## src/rtl/odometer_pkg.sv

```systemverilog
// Shared types and constants for the odometer measurement sequencer.
package odometer_pkg;

  localparam int BF_W  = 12;
  localparam int TMO_W = 16;
  localparam logic [BF_W-1:0] DEADZONE_CODE = 12'hFFF;

  typedef enum logic [2:0] {
    ST_IDLE    = 3'd0,
    ST_ARM     = 3'd1,
    ST_TRIG    = 3'd2,
    ST_CAPTURE = 3'd3,
    ST_RELEASE = 3'd4,
    ST_NEXT    = 3'd5,
    ST_FINISH  = 3'd6
  } state_t;

  function automatic logic is_deadzone(input logic [BF_W-1:0] value);
    return (value == DEADZONE_CODE);
  endfunction

endpackage

```

## src/rtl/odometer_sync2.sv

```systemverilog
// Two-flop synchronizer bank for asynchronous status inputs.
module odometer_sync2 #(
  parameter int W = 1
) (
  input  logic         clk,
  input  logic         rst_n,
  input  logic [W-1:0] d,
  output logic [W-1:0] q
);

  logic [W-1:0] meta;

  // synchronizer flops
  always_ff @(posedge clk or negedge rst_n) begin
    if (!rst_n) begin
      meta <= {W{1'b0}};
      q    <= {W{1'b0}};
    end else begin
      meta <= d;
      q    <= meta;
    end
  end

endmodule

```

## src/rtl/odometer_meas_sequencer.sv

```systemverilog
// Sequences stacked odometer channels: stress, trigger, wait for done, capture count.
// Define ODO_AVG_EN to take four samples per channel and report their average.
module odometer_meas_sequencer
  import odometer_pkg::*;
#(
  parameter int NUM_CH      = 4,
  parameter int CH_W        = 2,
  parameter int SETTLE_CYC  = 8,
  parameter int TIMEOUT_CYC = 65535
) (
  input  logic                   CLK,
  input  logic                   RESETB,
  input  logic                   START,
  input  logic [NUM_CH-1:0]      CH_MASK,
  input  logic [NUM_CH-1:0]      MEAS_DONE,
  input  logic [BF_W*NUM_CH-1:0] BF_COUNTER_IN,
  output logic [NUM_CH-1:0]      MEAS_STRESS,
  output logic [NUM_CH-1:0]      MEAS_TRIG,
  output logic                   BUSY,
  output logic [BF_W-1:0]        RESULT,
  output logic [CH_W-1:0]        RESULT_CH,
  output logic                   RESULT_VALID,
  output logic                   RESULT_DEADZONE,
  output logic                   RESULT_TIMEOUT,
  output logic                   SWEEP_DONE
);

  localparam logic [TMO_W-1:0] CNT_ZERO    = TMO_W'(0);
  localparam logic [TMO_W-1:0] CNT_ONE     = TMO_W'(1);
  localparam logic [TMO_W-1:0] SETTLE_LAST = TMO_W'(SETTLE_CYC - 1);
  localparam logic [TMO_W-1:0] TMO_LAST    = TMO_W'(TIMEOUT_CYC - 1);

  function automatic logic [CH_W-1:0] lowest_ch(input logic [NUM_CH-1:0] m);
    logic [CH_W-1:0] r;
    r = {CH_W{1'b0}};
    for (int i = NUM_CH - 1; i >= 0; i--) begin
      r = m[i] ? CH_W'(i) : r;
    end
    return r;
  endfunction

  function automatic logic [NUM_CH-1:0] ch_onehot(input logic [CH_W-1:0] idx);
    logic [NUM_CH-1:0] v;
    v      = {NUM_CH{1'b0}};
    v[idx] = 1'b1;
    return v;
  endfunction

  logic [NUM_CH-1:0] done_sync;

  odometer_sync2 #(.W(NUM_CH)) u_done_sync (
    .clk   (CLK),
    .rst_n (RESETB),
    .d     (MEAS_DONE),
    .q     (done_sync)
  );

  state_t            state, state_nx;
  logic [CH_W-1:0]   ch, ch_nx;
  logic [NUM_CH-1:0] mask, mask_nx, mask_rem;
  logic [TMO_W-1:0]  cnt, cnt_nx;
  logic              tmo, tmo_nx;
  logic              done_s;
  logic [BF_W-1:0]   bf_sel, sample;

  logic [NUM_CH-1:0] stress_nx, trig_nx;
  logic              busy_nx, valid_nx, dz_nx, to_nx, sweep_done_nx;
  logic [BF_W-1:0]   result_nx;
  logic [CH_W-1:0]   result_ch_nx;

`ifdef ODO_AVG_EN
  logic [1:0]        smp, smp_nx;
  logic [BF_W+1:0]   acc, acc_nx;
  logic              dz_acc, dz_acc_nx, tmo_acc, tmo_acc_nx;
`endif

  assign done_s   = done_sync[ch];
  assign bf_sel   = BF_COUNTER_IN[int'(ch)*BF_W +: BF_W];
  // a timed-out measurement reports zero regardless of the counter bus
  assign sample   = tmo ? {BF_W{1'b0}} : bf_sel;
  assign mask_rem = mask & ~ch_onehot(ch);

  // FSM state register
  always_ff @(posedge CLK or negedge RESETB) begin
    if (!RESETB) begin
      state <= ST_IDLE;
    end else begin
      state <= state_nx;
    end
  end

  // next-state and next-output decode
  always_comb begin
    state_nx      = state;
    ch_nx         = ch;
    mask_nx       = mask;
    cnt_nx        = cnt;
    tmo_nx        = tmo;
    result_nx     = RESULT;
    result_ch_nx  = RESULT_CH;
    dz_nx         = RESULT_DEADZONE;
    to_nx         = RESULT_TIMEOUT;
    valid_nx      = 1'b0;
    sweep_done_nx = 1'b0;
`ifdef ODO_AVG_EN
    smp_nx     = smp;
    acc_nx     = acc;
    dz_acc_nx  = dz_acc;
    tmo_acc_nx = tmo_acc;
`endif
    case (state)
      ST_IDLE: begin
        if (START && !BUSY) begin
          mask_nx = CH_MASK;
          cnt_nx  = CNT_ZERO;
          tmo_nx  = 1'b0;
`ifdef ODO_AVG_EN
          smp_nx     = 2'd0;
          acc_nx     = {(BF_W+2){1'b0}};
          dz_acc_nx  = 1'b0;
          tmo_acc_nx = 1'b0;
`endif
          if (CH_MASK == {NUM_CH{1'b0}}) begin
            state_nx = ST_FINISH;
          end else begin
            ch_nx    = lowest_ch(CH_MASK);
            state_nx = ST_ARM;
          end
        end else begin
          state_nx = ST_IDLE;
        end
      end
      ST_ARM: begin
        if (cnt == SETTLE_LAST) begin
          cnt_nx   = CNT_ZERO;
          state_nx = ST_TRIG;
        end else begin
          cnt_nx = cnt + CNT_ONE;
        end
      end
      ST_TRIG: begin
        // done has priority over a simultaneous timeout
        if (done_s) begin
          cnt_nx   = CNT_ZERO;
          tmo_nx   = 1'b0;
          state_nx = ST_CAPTURE;
        end else if (cnt == TMO_LAST) begin
          cnt_nx   = CNT_ZERO;
          tmo_nx   = 1'b1;
          state_nx = ST_CAPTURE;
        end else begin
          cnt_nx = cnt + CNT_ONE;
        end
      end
      ST_CAPTURE: begin
        if (cnt == CNT_ONE) begin
          cnt_nx   = CNT_ZERO;
          state_nx = ST_RELEASE;
`ifdef ODO_AVG_EN
          acc_nx     = acc + {2'b00, sample};
          dz_acc_nx  = dz_acc | is_deadzone(sample);
          tmo_acc_nx = tmo_acc | tmo;
          if (smp == 2'd3) begin
            result_nx    = acc_nx[BF_W+1:2];
            result_ch_nx = ch;
            dz_nx        = dz_acc_nx;
            to_nx        = tmo_acc_nx;
            valid_nx     = 1'b1;
          end else begin
            valid_nx = 1'b0;
          end
`else
          result_nx    = sample;
          result_ch_nx = ch;
          dz_nx        = is_deadzone(sample);
          to_nx        = tmo;
          valid_nx     = 1'b1;
`endif
        end else begin
          cnt_nx = cnt + CNT_ONE;
        end
      end
      ST_RELEASE: begin
        if (!done_s || (cnt == TMO_LAST)) begin
          cnt_nx = CNT_ZERO;
          tmo_nx = 1'b0;
`ifdef ODO_AVG_EN
          if (smp == 2'd3) begin
            state_nx = ST_NEXT;
          end else begin
            smp_nx   = smp + 2'd1;
            state_nx = ST_ARM;
          end
`else
          state_nx = ST_NEXT;
`endif
        end else begin
          cnt_nx = cnt + CNT_ONE;
        end
      end
      ST_NEXT: begin
        mask_nx = mask_rem;
`ifdef ODO_AVG_EN
        smp_nx     = 2'd0;
        acc_nx     = {(BF_W+2){1'b0}};
        dz_acc_nx  = 1'b0;
        tmo_acc_nx = 1'b0;
`endif
        if (mask_rem == {NUM_CH{1'b0}}) begin
          state_nx = ST_FINISH;
        end else begin
          ch_nx    = lowest_ch(mask_rem);
          state_nx = ST_ARM;
        end
      end
      ST_FINISH: begin
        sweep_done_nx = 1'b1;
        state_nx      = ST_IDLE;
      end
      default: begin
        state_nx = ST_IDLE;
      end
    endcase

    // channel drives are registered from the next state so they track it with no extra cycle
    stress_nx = ((state_nx == ST_ARM) || (state_nx == ST_TRIG) || (state_nx == ST_CAPTURE))
                ? ch_onehot(ch_nx) : {NUM_CH{1'b0}};
    trig_nx   = ((state_nx == ST_TRIG) || (state_nx == ST_CAPTURE))
                ? ch_onehot(ch_nx) : {NUM_CH{1'b0}};
    busy_nx   = (state_nx != ST_IDLE) || (state == ST_FINISH);
  end

  // datapath and output registers
  always_ff @(posedge CLK or negedge RESETB) begin
    if (!RESETB) begin
      ch              <= {CH_W{1'b0}};
      mask            <= {NUM_CH{1'b0}};
      cnt             <= CNT_ZERO;
      tmo             <= 1'b0;
      MEAS_STRESS     <= {NUM_CH{1'b0}};
      MEAS_TRIG       <= {NUM_CH{1'b0}};
      BUSY            <= 1'b0;
      RESULT          <= {BF_W{1'b0}};
      RESULT_CH       <= {CH_W{1'b0}};
      RESULT_VALID    <= 1'b0;
      RESULT_DEADZONE <= 1'b0;
      RESULT_TIMEOUT  <= 1'b0;
      SWEEP_DONE      <= 1'b0;
`ifdef ODO_AVG_EN
      smp             <= 2'd0;
      acc             <= {(BF_W+2){1'b0}};
      dz_acc          <= 1'b0;
      tmo_acc         <= 1'b0;
`endif
    end else begin
      ch              <= ch_nx;
      mask            <= mask_nx;
      cnt             <= cnt_nx;
      tmo             <= tmo_nx;
      MEAS_STRESS     <= stress_nx;
      MEAS_TRIG       <= trig_nx;
      BUSY            <= busy_nx;
      RESULT          <= result_nx;
      RESULT_CH       <= result_ch_nx;
      RESULT_VALID    <= valid_nx;
      RESULT_DEADZONE <= dz_nx;
      RESULT_TIMEOUT  <= to_nx;
      SWEEP_DONE      <= sweep_done_nx;
`ifdef ODO_AVG_EN
      smp             <= smp_nx;
      acc             <= acc_nx;
      dz_acc          <= dz_acc_nx;
      tmo_acc         <= tmo_acc_nx;
`endif
    end
  end

endmodule

```

## config.mk

```make
export PLATFORM = sky130hd
export DESIGN_NAME = odometer_meas_sequencer
export DESIGN_NICKNAME = d
export VERILOG_FILES = /design/src/rtl/odometer_pkg.sv /design/src/rtl/odometer_sync2.sv /design/src/rtl/odometer_meas_sequencer.sv
export SDC_FILE = /design/constraint.sdc
export NUM_CORES = 1
export LEC_CHECK = 0
export ABC_AREA = 1
export BUFFER_PORTS_ARGS = -buffer_cell sky130_fd_sc_hd__buf_2
export CAP_MARGIN = 20
export CORE_ASPECT_RATIO = 1.4
export CORE_MARGIN = 4
export CORE_UTILIZATION = 51
export CTS_BUF_LIST = sky130_fd_sc_hd__clkbuf_8
export CTS_CLUSTER_SIZE = 14
export DETAILED_ROUTE_END_ITERATION = 16
export GPL_TIMING_DRIVEN = 0
export PLACE_DENSITY = 0.77
export SLEW_MARGIN = 20
export SYNTH_ARGS = -nofsm -noshare
export SYNTH_HDL_FRONTEND = slang
export SYNTH_SLANG_ARGS = --single-unit
```

## constraint.sdc

```tcl
create_clock -name CLK -period 4.9 [get_ports CLK]
set_clock_uncertainty 0.15 [all_clocks]
set_input_delay 0.245 -clock CLK [delete_from_list [all_inputs] [get_ports CLK]]
set_output_delay 0.245 -clock CLK [all_outputs]
set_load 0.005 [all_outputs]
```

==> metrics.md <==
| Metric | Value |
|---|---|
| CTS Buffer Depth | 2 |
| Buffers on Ports | 85 |
| Synth area leader | dfrtp_1 |
| Avg Inst Size Synth | 7.49 um^2 |
| Die Area | 8290 um^2 |
| Core area | 6660 um^2 |
| Initial antenna violation count | 0 |
| Netlist Area Pre-Place | 3510 um^2 |
| Detail Placement HPWL | 6730 um |
| Fin crit share | 38.2% |
| Vias per cell | 4.94 |
| Commonest cells post-synth | 148 x nand2_1, 65 x nor2_1, 61 x dfrtp_1 |
| ANT nets after route | 0 |
| Ys Warns | 0 |
| Slew HR | 50.0% |
| Max VDD drop | 0.000277 V |
| Pre-antenna DRT Iters | 4 |
| Final Max Slew Viols | 0 |
| Post-cts gate resize count | 0 |
| Proportion of layout cells with a drive suffix above 1 | 27.5% |
| Worst-path fanout max | 7 |
| Clk Latency, worst-skew pair | 0.35 ns |
| Worst hold path type | primary input to flop |
| Lkg Pwr | 2.30 nW |
| Worst-path clk slew | 0.07 ns |
| Total track usage | 22.2% |
| Sw Ratio | 44.6% |
| First-iteration detailed-routing DRC count | 133 |
| Ys async rst share | 100% |
| RSZ-0062 raised after global routing | false |
| Top FF cell, synth | dfrtp_1 |
| CP Class | flop to flop |
| Post-Route WL | 8620 um |
| Fmax | 534 MHz |
| Core Rows | 35 |
| Final nets | 632 |
| Routed via count | 3292 |
| Synth unique cells | 35 |
| Syn_nets | 531 |
| Critical path endpoint category | flop |
| Crit path launch type | flop |
| Hold_ws | 0.0431 ns |
| Number of synthesized flops with an enable pin | 0 |
| Sequential area share after synthesis | 43.5% |
| Int Pwr | 1.31 mW |
| Ant diodes | 0 |
| Crit path required time | 4.98 ns |
| Total global routing overflow | 0 |
| Sequential power share | 30.8% |
| Syn Inst Count | 469 |
| PwrDens | 548 nW/um^2 |
| Largest net degree at the start of global routing | 62 |
| First-pass GRT wire length | 14600 um |
| Comb pwr share | 50.4% |
| Wl on met1 | 3370 um |
| Status | finished clean |
| Final Hold Fails | 0 |
| Die W | 78.1 um |
| CTS Sinks | 61 |
| CTS Buf Count | 9 |
| NetSw | 1.05 mW |
| Metal2 WL | 4530 um |
| Synth area leaders | dfrtp_1 43%, nand2_1 16%, nor2_1 6.9% |
| Metal3 WL | 449 um |
| MaxCap Viol Count | 0 |
| Vias in the first global route | 3306 |
| Die outline height | 106 um |
| I/O pins | 86 |
| CP arrival | 1.95 ns |
| Starting Density | 52.7% |
| Final setup viols | 0 |
| Routed wire length per instance | 12.9 um |
| Yosys reg bits | 61 |
| Setup_tns | 0 ns |
| CTS tree | built |
| Max Used Layer | met4 |
| Clock share of power | 18.9% |
| Count leader, synth | nand2_1 |
| Min cycle time layout | 1.87 ns |
| H-tree depth | 3 |
| Synth top area share | 43.5% |
| Worst Tran Pin Value | 0.751 ns |
| Root Buffer | clkbuf_8 |
| Area growth from synthesis to layout | 22.6% |
| Post-route DRC | 0 |
| Placer Congestion | 0.921 |
==> layer usage <==
layer / track usage, % / vias to the layer above
met3: 4.75 / 26
met2: 40.1 / 94
met1: 24.1 / 1489
met4: 11.1 / 0
li1: - / 1683
met5: 0 / -
==> stage by stage <==
step / worst slack, ns / utilization [%] / cells / total power, mW / cell area, um^2
finish: 3.03 / 64.6 / 667 / 2.36 / 4300
global route: 2.85 / 64.6 / 667 / 2.57 / 4300
CTS: 3.00 / 64.6 / 667 / 2.38 / 4300
detailed placement: 3.01 / 60.9 / 646 / 1.92 / 4050
global placement: 3.07 / 60.9 / 646 / 1.89 / 4050
floorplan: 3.26 / - / 469 / 1.59 / 3510
==> kinds of logic (layout without fill, tap and decap cells) <==
logic type                 Yosys count  in the layout  share of synthesized area, %
buffers and inverters               61            167                          8.52
adders and majority gates            3              3                          1.07
AOI/OAI and AO/OA                   55             55                          9.09
xor gates and xnor gates             4              4                         0.998
and+or+nand+nor                    285            285                          36.8
DFF                                 61             61                          43.5
==> placed cells by master, fill, tap and decap left out, types with 7 or more instances in the layout <==
master    synthesis  routed
a21oi_1          14      14
inv_2             7       7
nand2_1         148     148
o21ai_0          23      23
nor2_2            9       9
nor2_1           65      65
clkbuf_8          0       9
nand2_2          10      10
dfrtp_1          61      61
inv_1            41      41
buf_2             1      85
nand3_1          25      25
==> sequential cells by signal (all words and copies together) (netlist names), 2 cells and up <==
register	flops
cnt	16
u_done_sync.q	4
mask	4
RESULT_CH	2
MEAS_STRESS	4
RESULT	12
ch	2
state	3
MEAS_TRIG	4
u_done_sync.meta	4
==> critical path, stage by stage, from the launching register on <==
cell and delay [ns]:
dfrtp_1 0.43, inv_1 0.12, ha_1 0.17, nand2_1 0.05
nor2_1 0.08, nand2_1 0.06, nor2_2 0.16, nor2_2 0.07
nand2_2 0.12, nand3_2 0.18, nand2_1 0.11, o21ai_1 0.06
==> timing repair <==
| item | in CTS | in global routing |
|---|---|---|
| setup buffers | 0 | 0 |
| hold buffers | 5 | 0 |
| endpoints found under the hold margin | 65 | 0 |
==> cell type report <==
cell class	count	area [um^2]
Buffer	10	95.1
Clock buffer	9	124
Clock inverter	7	75.1
Fill cell	609	2350
Inverter	51	204
Multi-Input combinational cell	347	1690
Sequential cell	61	1530
Tap cell	92	115
Timing Repair Buffer	90	478
==> worst paths after layout <==
kind	startpoint	to	slack, ns	cells after the start
setup / recovery	cnt[0]$_DFFE_PN0P_	cnt[14]$_DFFE_PN0P_	3.03	11
hold / removal	CH_MASK[2]	mask[2]$_DFFE_PN0P_	0.04	3
setup reg to reg	cnt[0]$_DFFE_PN0P_	cnt[14]$_DFFE_PN0P_	3.03	11
hold reg to reg	u_done_sync.meta[1]$_DFF_PN0_	u_done_sync.q[1]$_DFF_PN0_	0.20	0
max in group asynchronous	RESETB	state[1]$_DFF_PN0_	3.74	2
min in group asynchronous	RESETB	RESULT_CH[0]$_DFFE_PN0P_	0.36	2
==> power by group through the flow <==
stage	Sequential, mW	Clock [mW]	Combinational [mW]
final	0.725	0.445	1.19
after global routing	0.740	0.484	1.34
after CTS	0.723	0.456	1.20
after detailed placement	0.732	0	1.19
after global placement	0.727	0	1.17
after floorplan	0.731	0	0.856
Note: power is estimated with default switching activity, not from simulation.
